### src/rtl/instr_seq_ctrl.sv
// instr_seq_ctrl: walks instruction memory, issues one instruction at a time and
// stalls until the targeted unit completes; handles END/HOLD opcodes, timeout and errors.
module instr_seq_ctrl #(
  parameter int ADDR_W      = 10,
  parameter int TIMEOUT_CYC = 65535
) (
  input  logic              clk,
  input  logic              rst,
  input  logic              start,
  input  logic [ADDR_W-1:0] start_addr,
  input  logic              resume,
  output logic              imem_en,
  output logic [ADDR_W-1:0] imem_addr,
  input  logic [63:0]       imem_rdata,
  output logic [63:0]       instruction,
  output logic              instr_enable,
  input  logic              fetch_done,
  input  logic              comp_done,
  output logic              busy,
  output logic              exe_done,
  output logic              error,
  output logic [1:0]        err_code,
  output logic [ADDR_W-1:0] pc,
  output logic [15:0]       instr_count
);
  typedef enum logic [2:0] {IDLE, READ, LATCH, ISSUE, WAIT, HOLD, DONE, ERR} state_e;
  typedef enum logic [2:0] {C_FETCH, C_COMP, C_CFG, C_END, C_HOLD, C_ILL} cls_e;
  localparam logic [19:0] TMO = TIMEOUT_CYC[19:0];
  state_e            state_q, state_d;
  cls_e              cls_q, cls_d, rd_cls;
  logic [ADDR_W-1:0] pc_q, pc_d;
  logic [15:0]       cnt_q, cnt_d;
  logic [1:0]        err_q, err_d;
  logic [63:0]       instr_q, instr_d;
  logic [19:0]       tmo_q, tmo_d;
  logic              hit, adv;
  always_comb begin
    case (imem_rdata[63:56])
      8'h01, 8'h02, 8'h04: rd_cls = C_FETCH;
      8'h81:               rd_cls = C_COMP;
      8'h40:               rd_cls = C_CFG;
      8'h82:               rd_cls = C_END;
      8'h44:               rd_cls = C_HOLD;
      default:             rd_cls = C_ILL;
    endcase
  end
  // Only the pulse matching the outstanding class can release WAIT; pulses outside WAIT are dropped.
  always_comb begin
    state_d = state_q;
    cls_d   = cls_q;
    pc_d    = pc_q;
    cnt_d   = cnt_q;
    err_d   = err_q;
    instr_d = instr_q;
    tmo_d   = tmo_q;
    hit     = (cls_q == C_FETCH) ? fetch_done : comp_done;
    adv     = (state_q == ISSUE && cls_q == C_CFG) || (state_q == WAIT && hit) ||
              (state_q == HOLD && resume);
    case (state_q)
      IDLE, DONE, ERR: if (start) begin
        state_d = READ;
        pc_d    = start_addr;
        cnt_d   = '0;
        err_d   = '0;
      end
      READ: state_d = LATCH;
      LATCH: begin
        instr_d = imem_rdata;
        cls_d   = rd_cls;
        state_d = (rd_cls == C_ILL) ? ERR : ISSUE;
        err_d   = (rd_cls == C_ILL) ? 2'd2 : err_q;
      end
      ISSUE: begin
        cnt_d   = cnt_q + {15'd0, ~&cnt_q};
        tmo_d   = '0;
        state_d = (cls_q == C_END) ? DONE : (cls_q == C_HOLD) ? HOLD : WAIT;
      end
      WAIT: begin
        tmo_d = tmo_q + 20'd1;
        if (!hit && tmo_q == TMO) begin
          state_d = ERR;
          err_d   = 2'd1;
        end
      end
      default: ;
    endcase
    if (adv) begin
      state_d = (&pc_q) ? ERR : READ;
      err_d   = (&pc_q) ? 2'd3 : err_d;
      pc_d    = (&pc_q) ? pc_q : pc_q + 1'b1;
    end
  end
  always_ff @(posedge clk) begin
    if (rst) begin
      state_q <= IDLE;
      cls_q   <= C_FETCH;
      pc_q    <= '0;
      cnt_q   <= '0;
      err_q   <= '0;
      instr_q <= '0;
      tmo_q   <= '0;
    end else begin
      state_q <= state_d;
      cls_q   <= cls_d;
      pc_q    <= pc_d;
      cnt_q   <= cnt_d;
      err_q   <= err_d;
      instr_q <= instr_d;
      tmo_q   <= tmo_d;
    end
  end
  assign imem_en      = state_q == READ;
  assign imem_addr    = pc_q;
  assign instruction  = instr_q;
  assign instr_enable = state_q == ISSUE;
  assign busy         = !(state_q == IDLE || state_q == DONE || state_q == ERR);
  assign exe_done     = state_q == DONE;
  assign error        = state_q == ERR;
  assign err_code     = err_q;
  assign pc           = pc_q;
  assign instr_count  = cnt_q;
endmodule

### config.mk
export PLATFORM = sky130hd
export DESIGN_NAME = instr_seq_ctrl
export DESIGN_NICKNAME = d
export VERILOG_FILES = /design/src/rtl/instr_seq_ctrl.sv
export SDC_FILE = /design/constraint.sdc
export NUM_CORES = 1
export LEC_CHECK = 0
export BUFFER_PORTS_ARGS = -buffer_cell sky130_fd_sc_hd__buf_2
export CORE_ASPECT_RATIO = 0.6
export CORE_MARGIN = 2
export CORE_UTILIZATION = 35
export CTS_CLUSTER_SIZE = 28
export DETAILED_ROUTE_END_ITERATION = 10
export HOLD_SLACK_MARGIN = 0.15
export PLACE_DENSITY_LB_ADDON = 0.15
export SYNTH_ARGS = -nofsm -noshare
export SYNTH_HDL_FRONTEND = slang
export SYNTH_SLANG_ARGS = --single-unit
### constraint.sdc
create_clock -name clk -period 4.4 [get_ports clk]
set_input_delay 0.66 -clock clk [delete_from_list [all_inputs] [get_ports clk]]
set_output_delay 0.66 -clock clk [all_outputs]
set_load 0.01 [all_outputs]
# Word level (Yosys, flattened, before mapping)
# Index checks and enable logic that the tools add are counted.
# Widths: inputs -> output; s select.
[totals]
input_bits = 80
out_inout_bits = 107
ff_bits = 118
[op_classes]
mux = 23
reduce_logical = 25
add_sub_neg = 3
eq_ne = 23
[op_table]
columns = ["op", "n"]
rows = [
  ["$mux 10", 4],
  ["$pmux 20 s2", 1],
  ["$pmux 16 s2", 1],
  ["$pmux 3 s5", 2],
  ["$add 20x1->20 const B", 1],
  ["$eq 20x16->1 const B", 1],
  ["$eq 3x3->1 const B", 6],
  ["$add 16x1->16", 1],
  ["$eq 8x7->1 const B", 2],
  ["$eq 8x8->1 const B", 2],
  ["$mux 16", 1],
  ["$reduce_and 16->1", 1],
  ["$mux 3", 5],
  ["$eq 3x2->1 const B", 4],
  ["$mux 2", 6],
  ["$add 10x1->10 const B", 1],
  ["$reduce_and 10->1", 1],
  ["$eq 8x1->1 const B", 1],
  ["$eq 8x2->1 const B", 1],
  ["$eq 8x3->1 const B", 1],
  ["$reduce_bool 2->1", 4],
  ["$logic_not 3->1", 2],
  ["$pmux 2 s3", 1],
  ["$reduce_and 3->1", 2],
  ["other kinds (11)", 22],
]

# Depth between registers and ports, before layout
# Gate-level depths: netlist of the first run.
[logic_depth]
ltp_word = 8
mapped_depth = 10
depth_no_buf = 10

# Worst setup path before layout of the first run
# OpenSTA, ideal clock, no wires.
[synth_timing]
path_type = "reg2reg"
startpoint = "register cnt_q[7], in the netlist instr_count[7]"
endpoint = "register cnt_q[10], in the netlist instr_count[10]"
t_required_ns = 4.330
setup_time_ns = 0.070
t_arrival_ns = 2.176
path_slack_ns = 2.154
path_stages_with_launch = 11
cell_sequence = "dfxtp_1 -> and4_1 -> and4_1 -> nand4_1 -> ha_1 -> ha_1 -> inv_1 -> nor3_1 -> nand2_1 -> or2_2 -> a21oi_1"
[synth_between]
elab_chain_len = 4
[synth_lines]
columns = ["element", "line_no", "text"]
rows = [
  ["start, declared", "32", "logic [15:0] cnt_q, cnt_d;"],
  ["start signal, assigned", "106", "cnt_q <= cnt_d;"],
  ["$reduce_and 16->1", "74", "cnt_d = cnt_q + {15'd0, ~&cnt_q};"],
  ["$logic_not 1->1", "74", ""],
  ["$add 16x1->16 *", "74", ""],
  ["$pmux 16 s2 *", "59", "case (state_q)"],
]
# Mark *: on every way between the ends. The rest lies on a longest branch, timed or not.
# A chain may end at the register's enable or synchronous reset.

# Final worst setup path of the first run
# Ends and elaborated chain as after synthesis.

==> results of run 1 <==
layout make-up:
| class | count | area share [%] |
|---|---|---|
| inverter | 6 | 0.329 |
| tap | 198 | 3.61 |
| clock inverter | 14 | 2.90 |
| multi-input combinational | 488 | 38.2 |
| clock buffer | 18 | 6.26 |
| timing repair buffer | 192 | 14.3 |
| sequential | 118 | 34.5 |
power by group through the flow:
stage	sequential [mW]	combinational [mW]	clock, mW
2_1_floorplan	1.42	0.648	0
3_3_place_gp	1.39	1.01	0
3_5_place_dp	1.40	1.03	0
4_1_cts	1.37	1.03	1.52
5_1_grt	1.40	1.13	1.56
6_report	1.38	1.02	1.48
per-stage QoR:
| stage | total power, mW | std cells |
|---|---|---|
| 2_1_floorplan | 2.07 | 662 |
| 3_3_place_gp | 2.40 | 1002 |
| 3_5_place_dp | 2.42 | 1002 |
| 4_1_cts | 3.92 | 1034 |
| 5_1_grt | 4.09 | 1034 |
| 6_report | 3.87 | 1034 |
kinds of logic after synthesis:
logic type / share of synthesized area, %
buf+inv: 4.99
xor+xnor: 0.669
compound gates: 17.8
flops: 45.1
mux: 1.48
fa+ha+maj: 0.956
simple gates: 29.0
registers in the layout (all words and copies together) (netlist names):
| register | flops |
|---|---|
| tmo_q | 20 |
| state_q | 3 |
| err_code | 2 |
| instruction | 64 |
| imem_addr | 10 |
| instr_count | 16 |
| cls_q | 3 |
layer usage:
| metal | GRT usage (%) | share of wire (%) | vias to the layer above |
|---|---|---|---|
| met1 | 25.5 | 50 | 2469 |
| li1 | - | - | 2641 |
| met4 | 5.45 | 0.54 | 0 |
| met3 | 5.01 | 6.5 | 6 |
| met5 | 0 | 0 | - |
| met2 | 29.4 | 43 | 156 |
worst max path at each step:
| stage | end | slack [ns] | startpoint | cells past startpoint |
|---|---|---|---|---|
| 3_3_place_gp | imem_addr[3] | 1.89 | fetch_done | 6 |
| 5_1_grt | instr_count[10] | 1.57 | instr_count[7] | 10 |
| 2_1_floorplan | instr_count[10] | 2.15 | instr_count[7] | 10 |
| 6_report | instr_count[10] | 1.85 | instr_count[7] | 10 |
| 3_5_place_dp | imem_addr[3] | 1.82 | fetch_done | 6 |
| 4_1_cts | instr_count[10] | 1.85 | instr_count[7] | 10 |
synthesized netlist by cell type (2+ instances only):
library cell	number	share of area, %
nand2_1	158	11
dfxtp_1	118	45
a21oi_1	95	9.1
nor2_1	38	2.7
clkbuf_1	30	2.2
nand3_1	24	2.3
o21ai_0	15	1.4
nand4_1	13	1.6
nor3_1	11	1.1
and3_1	10	1.2
and4_1	10	1.7
buf_4	10	1.4
or3_1	9	1.1
or2_2	8	0.96
a211oi_1	6	0.86
a311oi_1	6	1.0
and2_1	6	0.72
inv_1	6	0.43
mux2_2	6	1.3
nor4_1	6	0.72
buf_2	5	0.48
nand2b_1	5	0.60
nand3b_1	5	0.72
o211ai_1	5	0.72
a22oi_1	4	0.57
a31oi_1	4	0.48
buf_1	4	0.29
ha_1	4	0.96
nor2b_1	4	0.48
o31ai_1	3	0.43
a21boi_0	2	0.29
a311o_1	2	0.38
nand4b_1	2	0.33
nor3b_1	2	0.29
nor4_2	2	0.48
xnor2_1	2	0.33
xor2_1	2	0.33
layout by cell type, fill, tap and decap left out, types with 2 or more instances in the layout:
cell type and n:
a211oi_1 6, a21boi_0 2, a21oi_1 95, a22oi_1 4, a311o_1 2, a311oi_1 6, a31oi_1 4, and2_1 5
and3_1 10, and4_1 10, buf_2 185, buf_4 7, bufinv_16 4, clkbuf_16 17, clkinv_4 2, clkinvlp_4 4
dfxtp_1 118, ha_1 4, inv_1 6, inv_6 3, mux2_2 6, nand2_1 157, nand2b_1 5, nand3_1 24
nand3b_1 5, nand4_1 13, nand4b_1 2, nor2_1 38, nor2b_1 4, nor3_1 11, nor3b_1 2, nor4_1 6
nor4_2 2, o211ai_1 5, o21ai_0 15, o31ai_1 3, or2_2 8, or3_1 9, xnor2_1 2, xor2_1 2
critical path, stage by stage (launching register included):
cell and delay, ns:
dfxtp_1 0.36, and4_1 0.24, and4_1 0.27, nand4_1 0.12, ha_1 0.18, ha_1 0.20, inv_1 0.07, nor3_1 0.48
nand2_1 0.14, or2_2 0.29, a21oi_1 0.13
==> results.md, run 1 <==
* Status: completed
* R2R setup slack at 1.85 ns
* Unique cell type count in the Yosys netlist at 57
* Sequential cell area fraction in the yosys report at 45.1%
* Cells after Synth at 662
* Fmax at 0.393 GHz
* Rows at 34
* Leak Pwr at 2.87 nW
* Worst Path Required at 4.74 ns
* Hold buffer count at cts at 0
* Clock tree root driver cell: clkbuf_16
* Die H at 98.7 microns
* Layout cell share with drive strength beyond 1 at 29.5%
* Routed len/inst at 14.8 microns
* Dpl hpwl at 10.6 mm
* Worst setup SP type: flip-flop
* DR iter-0 viols at 272
* Area after DPL at 6230 sq um
* Clk Latency, worst-skew pair at 0.41 ns
* Asr flop ratio synth at 0%
* Clock power share at 38.3%
* Area grow syn2layout at 30.9%
* Util after Layout at 47.1%
* DRT Pass-1 Iters at 5
* Critical Path Sink Type: flip-flop
* Vias/cell at 5.10
* Final TNS setup at 0 ns
* Core area at 14500 sq um
* Final #Nets at 907
* Max clock buf depth at 2
* Final worst setup slack at 1.85 ns
* Worst VDD drop at 238 uV
* RSZ-0062 raised after global routing: false
* Htree depth at 4
* Multi-input logic area at 2620 sq um
* Worst-case reg-to-reg path depth at 10
* Sink of the worst hold path: instruction[59]
* DRC Markers at 0
* Ys Warns at 0
* Worst hold margin at 0.451 ns
* Fillers at 1452
* Initial antenna violation count at 0
* Switch Pwr at 1.31 mW
* Syn Nets at 746
* EDFF count, synth at 0
* Crit path DAT at 2.88 ns
* RR Startpoint: instr_count[7]
* Hold WC Path Type: reg2reg
* First-pass GRT wire length at 24.5 mm
* Final setup viols at 0
* Gates resized, CTS repair at 0
* Crit path time final at 2.55 ns
* Switch share at 33.7%
* MaxCap Viol Count at 0
* Vias in the first global route at 4896
* Crit Path Class: reg2reg
* Worst Hold Depth at 2
* Antenna-violating nets left at 0
* Die X at 162 microns
* Clock transition at the registers of the reported paths at 0.07 ns
* DRT Wirelength at 15.3 mm
* Worst Tran Pin Value at 0.663 ns
* Hold Vio Cnt, Final at 0
* TritonCTS Sinks at 118
* Clock buffer count from CTS at 17
* Final Cycle Share at 57.8%
* GR Overflow Total at 0
* Largest net degree at the start of global routing at 67
* GRT Total Usage at 18.8%
* Worst slew margin at 55.8%
* Worst hold start: instruction[59]
* Pre-CTS setup slack at 1.82 ns
* Seq cells post-synth at 118
* I/O pin cnt at 187
* FF-to-FF End: instr_count[10]
* Input/output buffers at 186
* PD cells at 565 nW/um^2
* Diode count at 0
* TritonCTS clock tree: built
* Internal power at 2.57 mW
* Die ar. at 16000 sq um
* # Post-CTS Setup Buffers at 0
* Final slew viol count at 0
* Cell area after layout at 6860 sq um
* Primary FF master, synth: dfxtp_1
* Sequential cell area at 2360 sq um
* Starting density of the core at 36.0%
* Routed via count at 5272
* Mapped Area at 5240 sq um
* Mean area per synthesized cell at 7.91 sq um
* Part of the power in registers at 35.5%
* Logic gate share of total power at 26.2%
* Worst Path Max Fanout at 7
* Final Skew at 0.0140 ns
* Final GP Congestion at 0.801
Note: power is estimated with default switching activity, not from simulation.
==> run 2: changes to the inputs <==
==> constraint.sdc (replaced) <==
create_clock -name clk -period 2.37 [get_ports clk]
set_input_delay 0.3555 -clock clk [delete_from_list [all_inputs] [get_ports clk]]
set_output_delay 0.3555 -clock clk [all_outputs]
set_load 0.01 [all_outputs]
==> results.md, run 2 (synthesized netlist as in run 1, its figures left out) <==
* Rows at 34
* GR Overflow Total at 0
* Final slew viol count at 0
* MaxCap Viol Count at 0
* Commonest cells after routing, fill and taps aside: 185 x buf_2, 157 x nand2_1, 117 x dfxtp_1
* Input/output buffers at 186
* Max clock buf depth at 2
* Die X at 162 microns
* Largest incremental delay on the critical path at 0.34 ns
* First-pass GRT wire length at 24.2 mm
* Pre-CTS setup slack at 0.0796 ns
* Final #Nets at 928
* Final cell count without fillers at 1056
* Switch Pwr at 2.42 mW
* Worst VDD drop at 520 uV
* Initial antenna violation count at 0
* Worst Path Max Fanout at 5
* Internal power at 4.74 mW
* Worst Hold Depth at 3
* Logic gate share of total power at 27.5%
* Hold WC Path Type: in2reg
* Status: completed
* Final GP Congestion at 0.836
* PD cells at 1020 nW/um^2
* Routed via count at 5308
* Final Skew at 0.00972 ns
* Routed len/inst at 14.3 microns
* Worst Tran Pin Value at 0.608 ns
* Cell Count Post-Placement at 1018
* Worst-case reg-to-reg path depth at 11
* TritonCTS clock tree: built
* Slowest-stage cell, CP: dfxtp_2
* Critical Path Sink Type: flip-flop
* Worst hold margin at 0.191 ns
* Worst setup SP type: flip-flop
* Clock tree root driver cell: clkbuf_16
* Hold Vio Cnt, Final at 0
* Leak Pwr at 2.97 nW
* CP Cell Sequence: and4_4, and4_1, nand4_1, ha_1, ha_1, inv_1, nor3_1, buf_4, nand4_1, mux2_2, nor2_1
* Final Cycle Share at 93.0%
* Fmax at 0.453 GHz
* Crit path DAT at 2.54 ns
* Die H at 98.7 microns
* Starting density of the core at 36.0%
* Core area at 14500 sq um
* Htree depth at 4
* Clk Latency, worst-skew pair at 0.40 ns
* Clock transition at the registers of the reported paths at 0.06 ns
* Commonest non-fill, non-tap cell in the layout: buf_2
* Antenna-violating nets left at 0
* I/O pin cnt at 187
* Die ar. at 16000 sq um
* Area grow syn2layout at 33.8%
* Fillers at 1504
* Clock power share at 36.8%
* Final worst setup slack at 0.165 ns
* DR iter-0 viols at 319
* Switch share at 33.8%
* Vias/cell at 5.03
* DRT Wirelength at 15.1 mm
* DRT Pass-1 Iters at 5
* Clock buffer count from CTS at 17
* Final setup viols at 0
* Dpl hpwl at 11.0 mm
* Largest net degree at the start of global routing at 57
* Layout cell share with drive strength beyond 1 at 31.5%
* Crit Path Class: reg2reg
* Worst slew margin at 59.5%
* RSZ-0062 raised after global routing: false
* TritonCTS Sinks at 118
* GRT Total Usage at 18.6%
* Vias in the first global route at 4874
* Worst Path Required at 2.70 ns
* Final TNS setup at 0 ns
* Crit path time final at 2.21 ns
* DRC Markers at 0
* Part of the power in registers at 35.7%
* Max reg flops at 64
[run 2: through the flow]
| step | util [%] | instance area (sq um) | power, mW |
|---|---|---|---|
| floorplan | - | 5240 | 3.84 |
| CTS | 47.9 | 6960 | 7.23 |
| global placement | 43.7 | 6360 | 4.50 |
| global route | 48.2 | 7010 | 7.61 |
| finish | 48.2 | 7010 | 7.16 |
| detailed placement | 43.7 | 6360 | 4.56 |
[run 2: layer usage]
metal | vias up | wire length (microns) | track usage (%)
met3 | 7 | 984 | 5.18
met2 | 163 | 6740 | 29.4
met1 | 2451 | 7300 | 25.4
li1 | 2687 | - | -
met5 | - | 0 | 0
met4 | 0 | 92 | 4.36
[run 2: worst paths after layout]
path                   startpoint         endpoint  slack (ns)
hold reg to reg   instruction[57]  instruction[57]        0.45
hold / removal     imem_rdata[32]  instruction[32]        0.19
setup reg to reg   instr_count[9]  instr_count[12]        0.16
setup / recovery   instr_count[9]  instr_count[12]        0.16
[run 2: timing repair]
action	4_1_cts	5_1_grt
setup buffers	0	5
resized for setup	0	3
endpoints found under the setup margin	0	5
hold buffers	0	0
[run 2: critical path: cells and delay by family, from the launching register on]
family | cells | cell delay [ns]
DFF | 1 | 0.34
and+or+nand+nor | 6 | 0.80
adders and majority gates | 2 | 0.45
buffers and inverters | 2 | 0.24
muxes | 1 | 0.33
[run 2: final cells by class]
cell class / instances / area, sq um / area share [%]
diodes: 1 / 2.50 / 0.0357
multi-input cells: 488 / 2620 / 37.4
flip-flops and latches: 118 / 2360 / 33.7
well taps: 198 / 248 / 3.54
repair buffers: 213 / 1150 / 16.4
clock inverters: 14 / 175 / 2.50
inverters: 6 / 22.5 / 0.321
clock buffers: 18 / 429 / 6.12
[run 2: power by group through the flow]
stage | Combinational [mW] | Clock, mW | Sequential, mW
2_1_floorplan | 1.20 | 0 | 2.64
3_3_place_gp | 1.94 | 0 | 2.57
3_5_place_dp | 1.97 | 0 | 2.59
4_1_cts | 1.97 | 2.70 | 2.55
5_1_grt | 2.20 | 2.81 | 2.61
6_report | 1.97 | 2.64 | 2.56
